**src/rtl/branch_resolve_ctrl.sv**
```systemverilog
// branch_resolve_ctrl: resolves one control transfer at a time, redirecting and flushing fetch on a mispredict
module branch #(
    parameter int XLEN = 32
) (
    input  logic [4:0]      opcode_6_to_2_in,
    input  logic [2:0]      funct3_in,
    input  logic [XLEN-1:0] rs1_in,
    input  logic [XLEN-1:0] rs2_in,
    output logic            branch_taken_out
);
    logic cmp;
    always_comb begin
        cmp = funct3_in[2] ? (funct3_in[1] ? rs1_in < rs2_in : $signed(rs1_in) < $signed(rs2_in))
                           : rs1_in == rs2_in;
        branch_taken_out = opcode_6_to_2_in == 5'b11000 && (funct3_in[2] || !funct3_in[1])
                           && (cmp ^ funct3_in[0]);
    end
endmodule

module branch_resolve_ctrl #(
    parameter int XLEN         = 32,
    parameter int FLUSH_CYCLES = 2,
    parameter int CNT_WIDTH    = 16
) (
    input  logic                 clk_in,
    input  logic                 rst_in,
    input  logic                 valid_in,
    output logic                 ready_out,
    input  logic [4:0]           opcode_6_to_2_in,
    input  logic [2:0]           funct3_in,
    input  logic [XLEN-1:0]      rs1_in,
    input  logic [XLEN-1:0]      rs2_in,
    input  logic [XLEN-1:0]      pc_in,
    input  logic [XLEN-1:0]      imm_in,
    input  logic                 pred_taken_in,
    input  logic [XLEN-1:0]      pred_target_in,
    input  logic                 redirect_ack_in,
    output logic                 resolved_out,
    output logic                 taken_out,
    output logic                 redirect_valid_out,
    output logic [XLEN-1:0]      redirect_pc_out,
    output logic                 flush_out,
    output logic [CNT_WIDTH-1:0] branch_count_out,
    output logic [CNT_WIDTH-1:0] mispredict_count_out
);
    localparam logic [4:0] OP_BRANCH = 5'b11000;
    localparam logic [4:0] OP_JAL    = 5'b11011;
    localparam logic [4:0] OP_JALR   = 5'b11001;
    typedef enum logic [1:0] {IDLE, EVAL, REDIRECT, FLUSH} state_t;
    state_t               state_q, state_d;
    logic [4:0]           op_q, op_d;
    logic [2:0]           f3_q, f3_d;
    logic [XLEN-1:0]      rs1_q, rs1_d, rs2_q, rs2_d, pc_q, pc_d, imm_q, imm_d;
    logic [XLEN-1:0]      ptgt_q, ptgt_d, rpc_q, rpc_d;
    logic                 pt_q, pt_d, ready_q, ready_d, resolved_q, resolved_d;
    logic                 taken_q, taken_d, rv_q, rv_d, flush_q, flush_d;
    logic [3:0]           fcnt_q, fcnt_d;
    logic [CNT_WIDTH-1:0] bc_q, bc_d, mc_q, mc_d;
    logic                 idle, br_taken, known, act_taken, mispred;
    logic [4:0]           br_op;
    logic [2:0]           br_f3;
    logic [XLEN-1:0]      br_rs1, br_rs2, target;
    always_comb begin
        idle   = state_q == IDLE;
        br_op  = idle ? opcode_6_to_2_in : op_q;
        br_f3  = idle ? funct3_in : f3_q;
        br_rs1 = idle ? rs1_in : rs1_q;
        br_rs2 = idle ? rs2_in : rs2_q;
    end
    branch #(.XLEN(XLEN)) u_branch (
        .opcode_6_to_2_in(br_op),
        .funct3_in       (br_f3),
        .rs1_in          (br_rs1),
        .rs2_in          (br_rs2),
        .branch_taken_out(br_taken)
    );
    always_comb begin
        known      = br_op == OP_BRANCH || br_op == OP_JAL || br_op == OP_JALR;
        act_taken  = br_op == OP_BRANCH ? br_taken : known;
        target     = op_q == OP_JALR ? (rs1_q + imm_q) & ~XLEN'(1) : pc_q + imm_q;
        mispred    = known && (act_taken != pt_q || (act_taken && target != ptgt_q));
        state_d    = state_q;
        op_d       = op_q;
        f3_d       = f3_q;
        rs1_d      = rs1_q;
        rs2_d      = rs2_q;
        pc_d       = pc_q;
        imm_d      = imm_q;
        pt_d       = pt_q;
        ptgt_d     = ptgt_q;
        rpc_d      = rpc_q;
        fcnt_d     = fcnt_q;
        bc_d       = bc_q;
        mc_d       = mc_q;
        resolved_d = 1'b0;
        taken_d    = 1'b0;
        case (state_q)
            IDLE: if (valid_in) begin
                op_d       = opcode_6_to_2_in;
                f3_d       = funct3_in;
                rs1_d      = rs1_in;
                rs2_d      = rs2_in;
                pc_d       = pc_in;
                imm_d      = imm_in;
                pt_d       = pred_taken_in;
                ptgt_d     = pred_target_in;
                resolved_d = 1'b1;
                taken_d    = act_taken;
                state_d    = EVAL;
            end
            EVAL: begin
                if (known) bc_d = &bc_q ? bc_q : bc_q + CNT_WIDTH'(1);
                if (mispred) begin
                    rpc_d   = act_taken ? target : pc_q + XLEN'(4);
                    mc_d    = &mc_q ? mc_q : mc_q + CNT_WIDTH'(1);
                    state_d = REDIRECT;
                end else begin
                    state_d = IDLE;
                end
            end
            REDIRECT: if (redirect_ack_in) begin
                state_d = FLUSH;
                fcnt_d  = 4'(FLUSH_CYCLES);
            end
            FLUSH: begin
                fcnt_d = fcnt_q - 4'd1;
                if (fcnt_q == 4'd1) state_d = IDLE;
            end
            default: state_d = IDLE;
        endcase
        ready_d = state_d == IDLE;
        rv_d    = state_d == REDIRECT;
        flush_d = rv_d || state_d == FLUSH;
    end
    always_ff @(posedge clk_in) begin
        if (rst_in) begin
            state_q    <= IDLE;
            op_q       <= '0;
            f3_q       <= '0;
            rs1_q      <= '0;
            rs2_q      <= '0;
            pc_q       <= '0;
            imm_q      <= '0;
            pt_q       <= 1'b0;
            ptgt_q     <= '0;
            rpc_q      <= '0;
            fcnt_q     <= '0;
            bc_q       <= '0;
            mc_q       <= '0;
            ready_q    <= 1'b1;
            resolved_q <= 1'b0;
            taken_q    <= 1'b0;
            rv_q       <= 1'b0;
            flush_q    <= 1'b0;
        end else begin
            state_q    <= state_d;
            op_q       <= op_d;
            f3_q       <= f3_d;
            rs1_q      <= rs1_d;
            rs2_q      <= rs2_d;
            pc_q       <= pc_d;
            imm_q      <= imm_d;
            pt_q       <= pt_d;
            ptgt_q     <= ptgt_d;
            rpc_q      <= rpc_d;
            fcnt_q     <= fcnt_d;
            bc_q       <= bc_d;
            mc_q       <= mc_d;
            ready_q    <= ready_d;
            resolved_q <= resolved_d;
            taken_q    <= taken_d;
            rv_q       <= rv_d;
            flush_q    <= flush_d;
        end
    end
    assign ready_out            = ready_q;
    assign resolved_out         = resolved_q;
    assign taken_out            = taken_q;
    assign redirect_valid_out   = rv_q;
    assign redirect_pc_out      = rpc_q;
    assign flush_out            = flush_q;
    assign branch_count_out     = bc_q;
    assign mispredict_count_out = mc_q;
endmodule

```
**config.mk**
```make
export PLATFORM = sky130hd
export DESIGN_NAME = branch_resolve_ctrl
export DESIGN_NICKNAME = d
export VERILOG_FILES = /design/src/rtl/branch_resolve_ctrl.sv
export SDC_FILE = /design/constraint.sdc
export NUM_CORES = 1
export LEC_CHECK = 0
export BUFFER_PORTS_ARGS = -buffer_cell sky130_fd_sc_hd__buf_2
export CORE_MARGIN = 4
export CORE_UTILIZATION = 50
export CTS_BUF_LIST = sky130_fd_sc_hd__clkbuf_4
export DETAILED_ROUTE_END_ITERATION = 10
export GPL_TIMING_DRIVEN = 0
export PLACE_DENSITY = 0.74
export REMOVE_ABC_BUFFERS = 1
export SYNTH_ARGS = -nofsm -noshare
export SYNTH_HDL_FRONTEND = slang
export SYNTH_SLANG_ARGS = --single-unit
```
**constraint.sdc**
```tcl
create_clock -name clk_in -period 6 [get_ports clk_in]
set_input_delay 0 -clock clk_in [delete_from_list [all_inputs] [get_ports clk_in]]
set_output_delay 0 -clock clk_in [all_outputs]
set_load 0.1 [all_outputs]
```
==> summary.txt <==
Outcome
  – Outcome: finished, final reports clean

Floorplan
  – Die area: 36010 um2
  – Number of cell rows: 66
  – Die Height: 189.8 um
  – # IOs: 242
  – Initial Util: 0.5078
  – Die width: 189.8 um
  – Core area: 32540 um2

Timing
  – Max Freq: 170.1 MHz
  – Count of final hold-check violations: 0
  – Worst-Margin Slew: 1.148 ns
  – Setup_tns: 0 ns
  – Minimum clock period: 5.879 ns
  – Final Setup Violations: 0
  – Final Max Tran Viols: 0
  – Final Worst Setup Slack: 0.1208 ns
  – Period utilisation layout: 0.9799
  – Clock skew: 0.05885 ns
  – Slew headroom: 0.2338

Clocking
  – H-tree Lvls: 3
  – Clk buf depth: 3
  – Clk sink count: 244
  – CTS tree: yes
  – CTS Buf Count: 70
  – Clock Tree Root: clkbuf_4
  – Clk slew on worst S/H paths: 0.06 ns
  – Skew-Pair Late Insertion Delay: 0.73 ns

Detailed routing
  – DR vias/cell: 5.824
  – Routed wire length: 60110 um
  – DR iter-0 viols: 1523
  – Post-route ant nets: 0
  – WL per Instance: 19.16 um
  – Via count: 18.28k
  – Pre-antenna DRT Iters: 6
  – DR DRC count: 0

Yosys
  – Most common flop cell mapped by yosys: dfxtp_1
  – Post-synthesis sequential area ratio: 0.2957
  – Distinct cell type count of the synthesized netlist: 87
  – Ys async rst share: 0
  – Synthesized area per cell: 7.663 um2
  – Cells after synthesis: 2156
  – Mapped cell area: 16520 um2
  – Yosys warning total: 0
  – Post-synth EDFFs: 0
  – Yosys reg bits: 244

Finish
  – Share of cells above drive strength 1: 0.1716
  – Nets: 2916
  – Area growth syn-to-layout: 32.87%
  – Fin cells: 3138
  – Fillers: 2603
  – Layout Utilization: 0.6747
  – Multi-input logic area: 10990 um2
  – Register area: 4892 um2
  – Commonest non-fill, non-tap cell in the layout: nand2_1
  – Commonest cells after routing, fill and taps aside: nand2_1 (466), a21oi_1 (297), dlygate4sd3_1 (285), dfxtp_1 (242), buf_2 (240)

Power and ir drop
  – Pleak: 9.406 nW
  – PwrDens: 214.6 nW/um2
  – Logic pwr share: 0.270
  – Final Power: 4.711 mW
  – Seq pwr share: 0.385
  – Switch Pwr: 1.557 mW
  – Net Sw Frac: 0.3305
  – Internal: 3.154 mW
  – Clock share of power: 0.345
  – Worst vdd ir: 0.0001827 V

Global routing
  – Vias in the first global route: 17.89k
  – Total congestion overflow: 0
  – Largest net degree at the start of global routing: 131
  – GR Util All Layers: 0.3188
  – First-pass GRT wire length: 93600 um
  – Initial antenna violation count: 3

Flow run
  – Max-capacitance violation count: 0

Place
  – Post-Place Cells: 2714
  – RD Place Congestion: 0.9275
  – DP Worst Slack: -1.272 ns
  – IO buf count: 241
  – Post-DP HPWL: 38230 um

Worst setup path
  – Critical R2R Capture: mispredict_count_out[0]
  – Req. time, crit path: 6.59 ns
  – Crit-path slowest cell: nor4_1
  – Kind of cell adding the most delay to the critical path: compound AO/OA/AOI/OAI gates
  – CP max stage delay: 0.53 ns
  – Crit path DAT: 6.47 ns
  – Crit path capture type: register
  – Reg2reg start: state_q[0]
  – Critical path, cell by cell: nor2_4, buf_4, buf_4, mux2_2, ha_1, nand4_1, nor4_1, a21boi_0, o41ai_1, a211oi_2, mux2i_4, a2111o_1, a2111oi_4, nand4_1, nor4_4, buf_6, buf_6, nor2_1, mux2_4
  – Worst r2r path cells: 19
  – Worst setup SP type: register
  – Flop-to-flop setup slack: 0.12 ns
  – Crit Path Max Fanout: 41
  – CP Class: reg2reg
  – Worst Path Buf+Inv: 4

Min path
  – Hold Path Depth: 4
  – Endpoint, Worst Hold: ptgt_q[3]
  – Hold_sp: pred_target_in[3]
  – Worst hold-check path type: in2reg
## cell families (layout without fill, tap and decap cells)
family | Yosys count | after routing | share of synthesized area
AOI/OAI and AO/OA | 582 | 582 | 0.2172
xor gates and xnor gates | 129 | 129 | 0.07308
adders and majority gates | 100 | 100 | 0.07664
buffers and inverters | 168 | 704 | 0.04438
DFF | 244 | 244 | 0.2957
muxes | 101 | 101 | 0.06543
other | 0 | 3 | 0
and+or+nand+nor | 832 | 833 | 0.2276
## per-stage QoR
stage          hold slack [ns]  cell area (um2)
3_3_place_gp            0.2398            17650
5_1_grt                0.07241            21950
3_5_place_dp            0.2495            18030
4_1_cts                0.03417            21820
6_report               0.09062            21950
2_1_floorplan          0.06907            15890
## what timing repair did
action                                  in CTS  in global routing
endpoints found under the setup margin      52                 49
gates resized for setup                      5                  6
cloned                                       1                  1
buffers inserted                             2                 11
hold buffers                               285                  0
pin swaps                                    2                  5
endpoints found under the hold margin      199                  0
## flip-flops by register name, indices dropped and copies added (netlist names), 2 cells and up
signal / cells
ptgt_q: 32
fcnt_q: 4
mispredict_count_out: 16
f3_q: 3
state_q: 2
imm_q: 32
rs2_q: 32
op_q: 5
branch_count_out: 16
rs1_q: 32
redirect_pc_out: 32
pc_q: 32
## area by class of cell
cell class / count / share of cell area
Clock buffer: 102 / 0.03488
Tap cell: 442 / 0.02519
Antenna cell: 3 / 0.0003420
Multi-Input combinational cell: 1745 / 0.5009
Inverter: 28 / 0.004788
Sequential cell: 244 / 0.2229
Timing Repair Buffer: 554 / 0.2051
Clock inverter: 20 / 0.005985
## tightest hold or removal path, stage by stage
cell and delay (ns):
dlygate4sd3_1 0.52, buf_2 0.09, nand2_1 0.04, a21oi_1 0.10
## power by group through the flow
stage                     clock network [mW]  registers (mW)  logic, mW
after global placement                     0            1.83       1.02
after floorplan                            0            1.81      0.718
after global routing                    1.73            1.82       1.38
after detailed placement                   0            1.84       1.04
after CTS                               1.63            1.80       1.21
final                                   1.63            1.81       1.27
## cell usage after synthesis (10+ instances only)
master | instances | area [um2]
a211oi_1 | 16 | 120.1
a21o_1 | 19 | 142.6
a21oi_1 | 297 | 1486
and2_1 | 14 | 87.58
and3_1 | 22 | 137.6
and4_1 | 12 | 105.1
buf_1 | 12 | 45.04
buf_2 | 16 | 80.08
clkbuf_1 | 98 | 367.9
dfxtp_1 | 244 | 4885
ha_1 | 98 | 1226
inv_1 | 28 | 105.1
mux2_2 | 40 | 450.4
mux2i_1 | 57 | 570.6
nand2_1 | 469 | 1760
nand2b_1 | 10 | 62.56
nand3_1 | 41 | 205.2
nand4_1 | 36 | 225.2
nor2_1 | 117 | 439.2
nor2b_1 | 15 | 93.84
nor3_1 | 29 | 145.1
nor4_1 | 12 | 75.07
o211ai_1 | 38 | 285.3
o21a_1 | 11 | 82.58
o21ai_0 | 55 | 275.3
o21ai_1 | 11 | 55.05
o31ai_1 | 38 | 285.3
or3_1 | 15 | 93.84
or4_1 | 12 | 90.09
xnor2_1 | 66 | 578.1
xor2_1 | 57 | 499.2
## how the worst max path moves through the flow
stage,start,end,cells past startpoint
after floorplan,state_q[0],flush_out,15
after global placement,state_q[0],flush_out,15
after detailed placement,state_q[0],state_q[1],18
after CTS,state_q[1],mispredict_count_out[10],20
after global routing,state_q[0],mispredict_count_out[0],19
final,state_q[0],mispredict_count_out[0],19
## metal layers
metal | vias up | global-route usage | share of wire | routed length, um
met4 | 0 | 0.1247 | 0.041 | 2487
met1 | 8558 | 0.4173 | 0.42 | 25500
met5 | - | 0 | 0 | 0
met2 | 824 | 0.5330 | 0.47 | 28030
li1 | 8699 | - | - | -
met3 | 195 | 0.04661 | 0.068 | 4092
Note: power is estimated with default switching activity, not from simulation.
